<file path="config.mk">
export PLATFORM = sky130hd
export DESIGN_NAME = sync_fifo_param
export DESIGN_NICKNAME = d
export VERILOG_FILES = /design/src/rtl/sync_fifo_param.sv
export SDC_FILE = /design/constraint.sdc
export NUM_CORES = 2
export LEC_CHECK = 0
export BUFFER_PORTS_ARGS = -buffer_cell sky130_fd_sc_hd__clkbuf_2
export CORE_MARGIN = 1.5
export CORE_UTILIZATION = 27
export CTS_BUF_LIST = sky130_fd_sc_hd__clkbuf_4
export DETAILED_ROUTE_END_ITERATION = 10
export PLACE_DENSITY = 0.42
export RECOVER_POWER = 50
export SLEW_MARGIN = 10
export SYNTH_ARGS = -nofsm -noshare
export SYNTH_HDL_FRONTEND = slang
export SYNTH_SLANG_ARGS = --single-unit
</file>
<file path="constraint.sdc">
create_clock -name clk -period 4.6 [get_ports clk]
set_input_delay 0.23 -clock clk [delete_from_list [all_inputs] [get_ports clk]]
set_output_delay 0.23 -clock clk [all_outputs]
set_load 0.01 [all_outputs]
</file>
<file path="src/rtl/sync_fifo_param.sv">
// Parametrised single-clock FIFO with standard or first-word-fall-through read,
// programmable almost-full/almost-empty thresholds and overflow/underflow pulses.
module sync_fifo_param #(
  parameter int DATA_W    = 8,
  parameter int DEPTH     = 512,
  parameter int FWFT      = 0,
  parameter int AF_THRESH = DEPTH - 4,
  parameter int AE_THRESH = 4
) (
  input  logic                     clk,
  input  logic                     srst,
  input  logic [DATA_W-1:0]        din,
  input  logic                     wr_en,
  input  logic                     rd_en,
  output logic [DATA_W-1:0]        dout,
  output logic                     valid,
  output logic                     full,
  output logic                     empty,
  output logic                     almost_full,
  output logic                     almost_empty,
  output logic                     overflow,
  output logic                     underflow,
  output logic [$clog2(DEPTH):0]   data_count
);

  localparam int AW = $clog2(DEPTH);
  localparam int CW = AW + 1;

  localparam logic [CW-1:0] DEPTH_C = CW'(DEPTH);
  localparam logic [CW-1:0] AF_C    = CW'(AF_THRESH);
  localparam logic [CW-1:0] AE_C    = CW'(AE_THRESH);

  generate
    if (DATA_W < 1) begin : g_bad_width
      $error("sync_fifo_param: DATA_W must be at least 1");
    end
    if (DEPTH < 4 || (DEPTH & (DEPTH - 1)) != 0) begin : g_bad_depth
      $error("sync_fifo_param: DEPTH must be a power of two and at least 4");
    end
    if (FWFT != 0 && FWFT != 1) begin : g_bad_mode
      $error("sync_fifo_param: FWFT must be 0 or 1");
    end
    if (AF_THRESH < 1 || AF_THRESH > DEPTH) begin : g_bad_af
      $error("sync_fifo_param: AF_THRESH must lie in 1..DEPTH");
    end
    if (AE_THRESH < 0 || AE_THRESH > DEPTH - 1) begin : g_bad_ae
      $error("sync_fifo_param: AE_THRESH must lie in 0..DEPTH-1");
    end
  endgenerate

  logic [DATA_W-1:0] mem_q [DEPTH];

  logic [AW-1:0] wr_ptr_q, wr_ptr_d;
  logic [AW-1:0] rd_ptr_q, rd_ptr_d;
  logic [CW-1:0] count_q, count_d;

  logic full_q, full_d;
  logic empty_q, empty_d;
  logic almost_full_q, almost_full_d;
  logic almost_empty_q, almost_empty_d;
  logic overflow_q, overflow_d;
  logic underflow_q, underflow_d;

  logic wr_acc;
  logic rd_acc;

  // Acceptance uses the registered flags, so a read of an empty FIFO can never
  // see the word being written on the same edge.
  // NOTE: every signal assigned in always_comb gets a value on every path
  // (defaults first), otherwise synthesis infers a latch.
  always_comb begin
    wr_acc   = wr_en && !full_q;
    rd_acc   = rd_en && !empty_q;

    wr_ptr_d = wr_ptr_q;
    rd_ptr_d = rd_ptr_q;
    count_d  = count_q;

    if (wr_acc) wr_ptr_d = wr_ptr_q + AW'(1);
    if (rd_acc) rd_ptr_d = rd_ptr_q + AW'(1);

    unique case ({wr_acc, rd_acc})
      2'b10:   count_d = count_q + CW'(1);
      2'b01:   count_d = count_q - CW'(1);
      default: count_d = count_q;
    endcase

    full_d         = (count_d == DEPTH_C);
    empty_d        = (count_d == '0);
    almost_full_d  = (count_d >= AF_C);
    almost_empty_d = (count_d <= AE_C);
    overflow_d     = wr_en && full_q;
    underflow_d    = rd_en && empty_q;
  end

  // NOTE: state registers use non-blocking assignments so every flop samples
  // the pre-edge values regardless of block ordering in simulation.
  always_ff @(posedge clk or posedge srst) begin
    if (srst) begin
      wr_ptr_q       <= '0;
      rd_ptr_q       <= '0;
      count_q        <= '0;
      full_q         <= 1'b0;
      empty_q        <= 1'b1;
      almost_full_q  <= 1'b0;
      almost_empty_q <= 1'b1;
      overflow_q     <= 1'b0;
      underflow_q    <= 1'b0;
    end else begin
      wr_ptr_q       <= wr_ptr_d;
      rd_ptr_q       <= rd_ptr_d;
      count_q        <= count_d;
      full_q         <= full_d;
      empty_q        <= empty_d;
      almost_full_q  <= almost_full_d;
      almost_empty_q <= almost_empty_d;
      overflow_q     <= overflow_d;
      underflow_q    <= underflow_d;
    end
  end

  // NOTE: the storage array is deliberately not reset; clearing the pointers
  // and count makes old contents unreachable, and a reset would prevent RAM
  // inference.
  always_ff @(posedge clk) begin
    if (wr_acc) mem_q[wr_ptr_q] <= din;
  end

  generate
    if (FWFT != 0) begin : g_fwft
      // Last popped word, shown on dout while the FIFO is empty.
      logic [DATA_W-1:0] hold_q, hold_d;

      always_comb begin
        hold_d = hold_q;
        if (rd_acc) hold_d = mem_q[rd_ptr_q];
      end

      always_ff @(posedge clk or posedge srst) begin
        if (srst) hold_q <= '0;
        else      hold_q <= hold_d;
      end

      assign dout  = empty_q ? hold_q : mem_q[rd_ptr_q];
      assign valid = !empty_q;
    end else begin : g_std
      logic [DATA_W-1:0] dout_q, dout_d;
      logic              valid_q, valid_d;

      always_comb begin
        dout_d  = dout_q;
        valid_d = rd_acc;
        if (rd_acc) dout_d = mem_q[rd_ptr_q];
      end

      always_ff @(posedge clk or posedge srst) begin
        if (srst) begin
          dout_q  <= '0;
          valid_q <= 1'b0;
        end else begin
          dout_q  <= dout_d;
          valid_q <= valid_d;
        end
      end

      assign dout  = dout_q;
      assign valid = valid_q;
    end
  endgenerate

  assign full         = full_q;
  assign empty        = empty_q;
  assign almost_full  = almost_full_q;
  assign almost_empty = almost_empty_q;
  assign overflow     = overflow_q;
  assign underflow    = underflow_q;
  assign data_count   = count_q;

endmodule

</file>
==> results.json <==
{
  "critical_path_class": "reg -> reg",
  "period_share_pct": 99.2,
  "place_ws_ns": -0.167,
  "first_pass_iters": 5,
  "coreArea_sq_um": 595000,
  "dieArea_sq_um": 602000,
  "drc": 0,
  "slowest_delay_ns": 0.84,
  "fmax_mhz": 219,
  "clock_latency_ns": 1.87,
  "worst_slew_pin_slew_ns": 4.21,
  "syn_nets": 7622,
  "worstPathRequired_ns": 6.28,
  "failed_checks": "capacitance limit, slew limit",
  "fin_nets": 8960,
  "status": "finished, violations left",
  "grt_pass1_vias": 90000,
  "synth_area_sq_um": 161000,
  "yosysSeqAreaShare_pct": 76.9,
  "drt-initial-drc-count": 8870,
  "finalNonFillerCells": 17600,
  "fillCellCount": 57400,
  "cpMaxStageDelayCell": "dfrtp_4",
  "track_usage_pct": 17.7,
  "synth_seq_cells": 4139,
  "hold_violations": 0,
  "cts_buffers": 1204,
  "die_y_um": 776,
  "cpMostUsedCell": "buf_4",
  "routed_wl_mm": 539,
  "p_total_mw": 109,
  "num_vias": 86000,
  "clk_pin_slew_ns": 0.07,
  "startpoint_type": "flop",
  "initial_core_util_pct": 27.1,
  "synth_cells": 7603,
  "portBuffers": 36,
  "worstSetupEndpointType": "flop",
  "synth.distinct_cells": 87,
  "syn2layout_area_growth_pct": 16.4,
  "hp-class": "reg -> reg",
  "drive_above_1_share_pct": 33.9,
  "setup_viol": 0,
  "cts-root-buf": "clkbuf_4",
  "cap_violations": 29,
  "slew_headroom_pct": -181,
  "synth_enable_flop_cells": 4096,
  "die_width_um": 776,
  "fin_area_sq_um": 188000,
  "layout_setup_ws_ns": 0.0389,
  "peakVddDrop_mv": 0.591,
  "yosysWarnings": 0,
  "slew_viol_final": 2468,
  "routedWlPerCell_um": 30.7,
  "grt_pass1_wl_mm": 737,
  "grt_overflow": 0,
  "antenna_found_initial": 57,
  "ys.flop_type": "edfxtp_1",
  "placed_cell_area_sq_um": 174000,
  "htreeDepth": 7,
  "ant_nets": 0,
  "arrival_ns": 6.24,
  "cts_sinks": 4139,
  "io_pins": 37,
  "routed_via_density": 4.90,
  "crit_chain": "buf_12 -> buf_12 -> buf_4 -> buf_4 -> mux4_2 -> mux2i_1 -> a21oi_1 -> o21ai_0 -> buf_4 -> o221ai_1 -> a311oi_4 -> a311oi_1",
  "dp_hpwl_mm": 331,
  "rsz0062_at_grt": "yes",
  "leakage_nw": 59.5,
  "async_flop_share_pct": 1.04,
  "syn_area_per_cell_sq_um": 21.2,
  "grt_max_degree": 171,
  "cts_buffer_depth": 5,
  "finClkSkew_ns": 0.227,
  "pwr_density_cell_nw_per_um2": 582,
  "rows": 283,
  "worst-path-max-fanout": 23,
  "gp_congestion": 0.785,
  "dp_cells": 15500,
  "cts_tree": "built",
  "finalCriticalPeriod_ns": 4.56
}
==> metrics by stage <==
step / setup TNS, ns / utilization, % / hold WS (ns)
after global placement: -0.157 / 29.2 / 0.461
final: 0 / 31.6 / 0.554
after CTS: 0 / 31.7 / 0.00853
after global routing: -0.170 / 31.6 / 0.587
after floorplan: 0 / - / 0.329
after detailed placement: -0.167 / 29.2 / 0.473
==> state kept, by name (all words and copies together) (netlist names), 8 cells and up <==
| signal | count |
|---|---|
| mem_q | 4096 |
| data_count | 10 |
| rd_ptr_q | 9 |
| dout | 8 |
| wr_ptr_q | 9 |
==> path summary, 6_finish.rpt <==
path	end	slack, ns	cells past startpoint	start
worst min-delay path	wr_ptr_q[3]	0.55	1	wr_ptr_q[3]
worst max-delay path	dout[4]	0.04	12	rd_ptr_q[1]
max in group asynchronous	rd_ptr_q[2]	0.60	6	srst
worst min register to register	wr_ptr_q[3]	0.55	1	wr_ptr_q[3]
min in group asynchronous	underflow	1.32	6	srst
worst max register to register	dout[4]	0.04	12	rd_ptr_q[1]
==> final cells by class <==
| type | instances | area [sq um] | share of cell area, % |
|---|---|---|---|
| Sequential cell | 4139 | 124000 | 66.1 |
| Antenna cell | 40 | 100 | 0.0533 |
| Multi-Input combinational cell | 2971 | 34400 | 18.3 |
| Inverter | 15 | 63.8 | 0.0340 |
| Clock inverter | 257 | 1100 | 0.587 |
| Timing Repair Buffer | 610 | 5530 | 2.94 |
| Tap cell | 7837 | 9810 | 5.22 |
| Clock buffer | 1694 | 12700 | 6.77 |
==> cells in the final DEF, fill, tap and decap left out, types with 16 or more instances in the layout <==
cell and n:
mux4_2 896, nor2_1 568, o221ai_1 52, nand3_1 52, clkbuf_4 1704, a221oi_1 23
buf_4 412, edfxtp_1 4096, clkinv_1 210, dlygate4sd3_1 31, clkbuf_2 47, mux4_1 47
a22oi_1 135, a22o_1 18, a31oi_1 16, nand2_4 16, nand2_1 169, diode_2 40
clkinv_2 26, mux2i_1 343, dfrtp_1 33, buf_12 84, nor3_1 32, xnor2_1 21
o22ai_1 88, mux2_2 21, o21ai_0 73, inv_2 21, clkbuf_1 22, a21oi_1 111
a211oi_1 57
==> synth_stat cells, types with 21 or more instances <==
cell type / count / area (sq um)
mux2_2: 21 / 236
dfrtp_1: 41 / 1030
buf_6: 61 / 687
buf_4: 86 / 646
edfxtp_1: 4096 / 123000
mux2i_1: 343 / 3430
nor2b_1: 21 / 131
xnor2_1: 21 / 184
nor2_1: 573 / 2150
a22oi_1: 135 / 1010
buf_2: 117 / 586
o22ai_1: 88 / 551
mux4_1: 47 / 1230
clkbuf_1: 177 / 664
a21oi_1: 112 / 561
a211oi_1: 58 / 435
mux4_2: 896 / 20200
nand3_1: 52 / 260
nor3_1: 34 / 170
o221ai_1: 52 / 455
o21ai_0: 73 / 365
nand2_1: 185 / 694
a221oi_1: 23 / 201
==> where the power goes <==
part / total, mW / switching (mW) / internal [mW] / leakage [nW]
clock: 32.5 / 15.5 / 17.0 / 8.36
sequential: 42.5 / 0.645 / 41.8 / 37.3
combinational: 34.3 / 21.4 / 12.9 / 13.8
==> metal layers <==
metal	wire, um	track usage [%]	share of wire (%)	vias to the layer above
met3	36500	4.16	6.8	699
met5	13	0	0.0024	-
met2	259000	28.5	48	3570
met1	231000	23.7	43	46500
li1	-	-	-	35300
met4	11600	5.19	2.2	2
==> kinds of logic after synthesis <==
| kind of cell | after synthesis | synth area share (%) |
|---|---|---|
| AO/OA/AOI/OAI | 673 | 2.92 |
| XOR/XNOR | 27 | 0.147 |
| adder cells (fa/ha/maj) | 7 | 0.0543 |
| buffers and inverters | 493 | 1.91 |
| flip-flops | 4139 | 76.9 |
| multiplexers | 1307 | 15.5 |
| AND/OR/NAND/NOR | 957 | 2.51 |
==> timing repair <==
action / CTS / global route
endpoints found under the setup margin: 2 / 2
pin swaps: 1 / 0
resized for setup: 2 / 2
endpoints found under the hold margin: 4236 / 0
gates cloned: 0 / 0
hold buffers: 39 / 0
setup buffers: 0 / 0
==> worst max-delay path: cells and delay by family (launching register included) <==
kind	cells	cell delay [ns]
buffers and inverters	5	1.22
AOI/OAI and AO/OA	5	1.63
DFF	1	0.84
muxes	2	0.59
(Power assumes the default switching activity.)
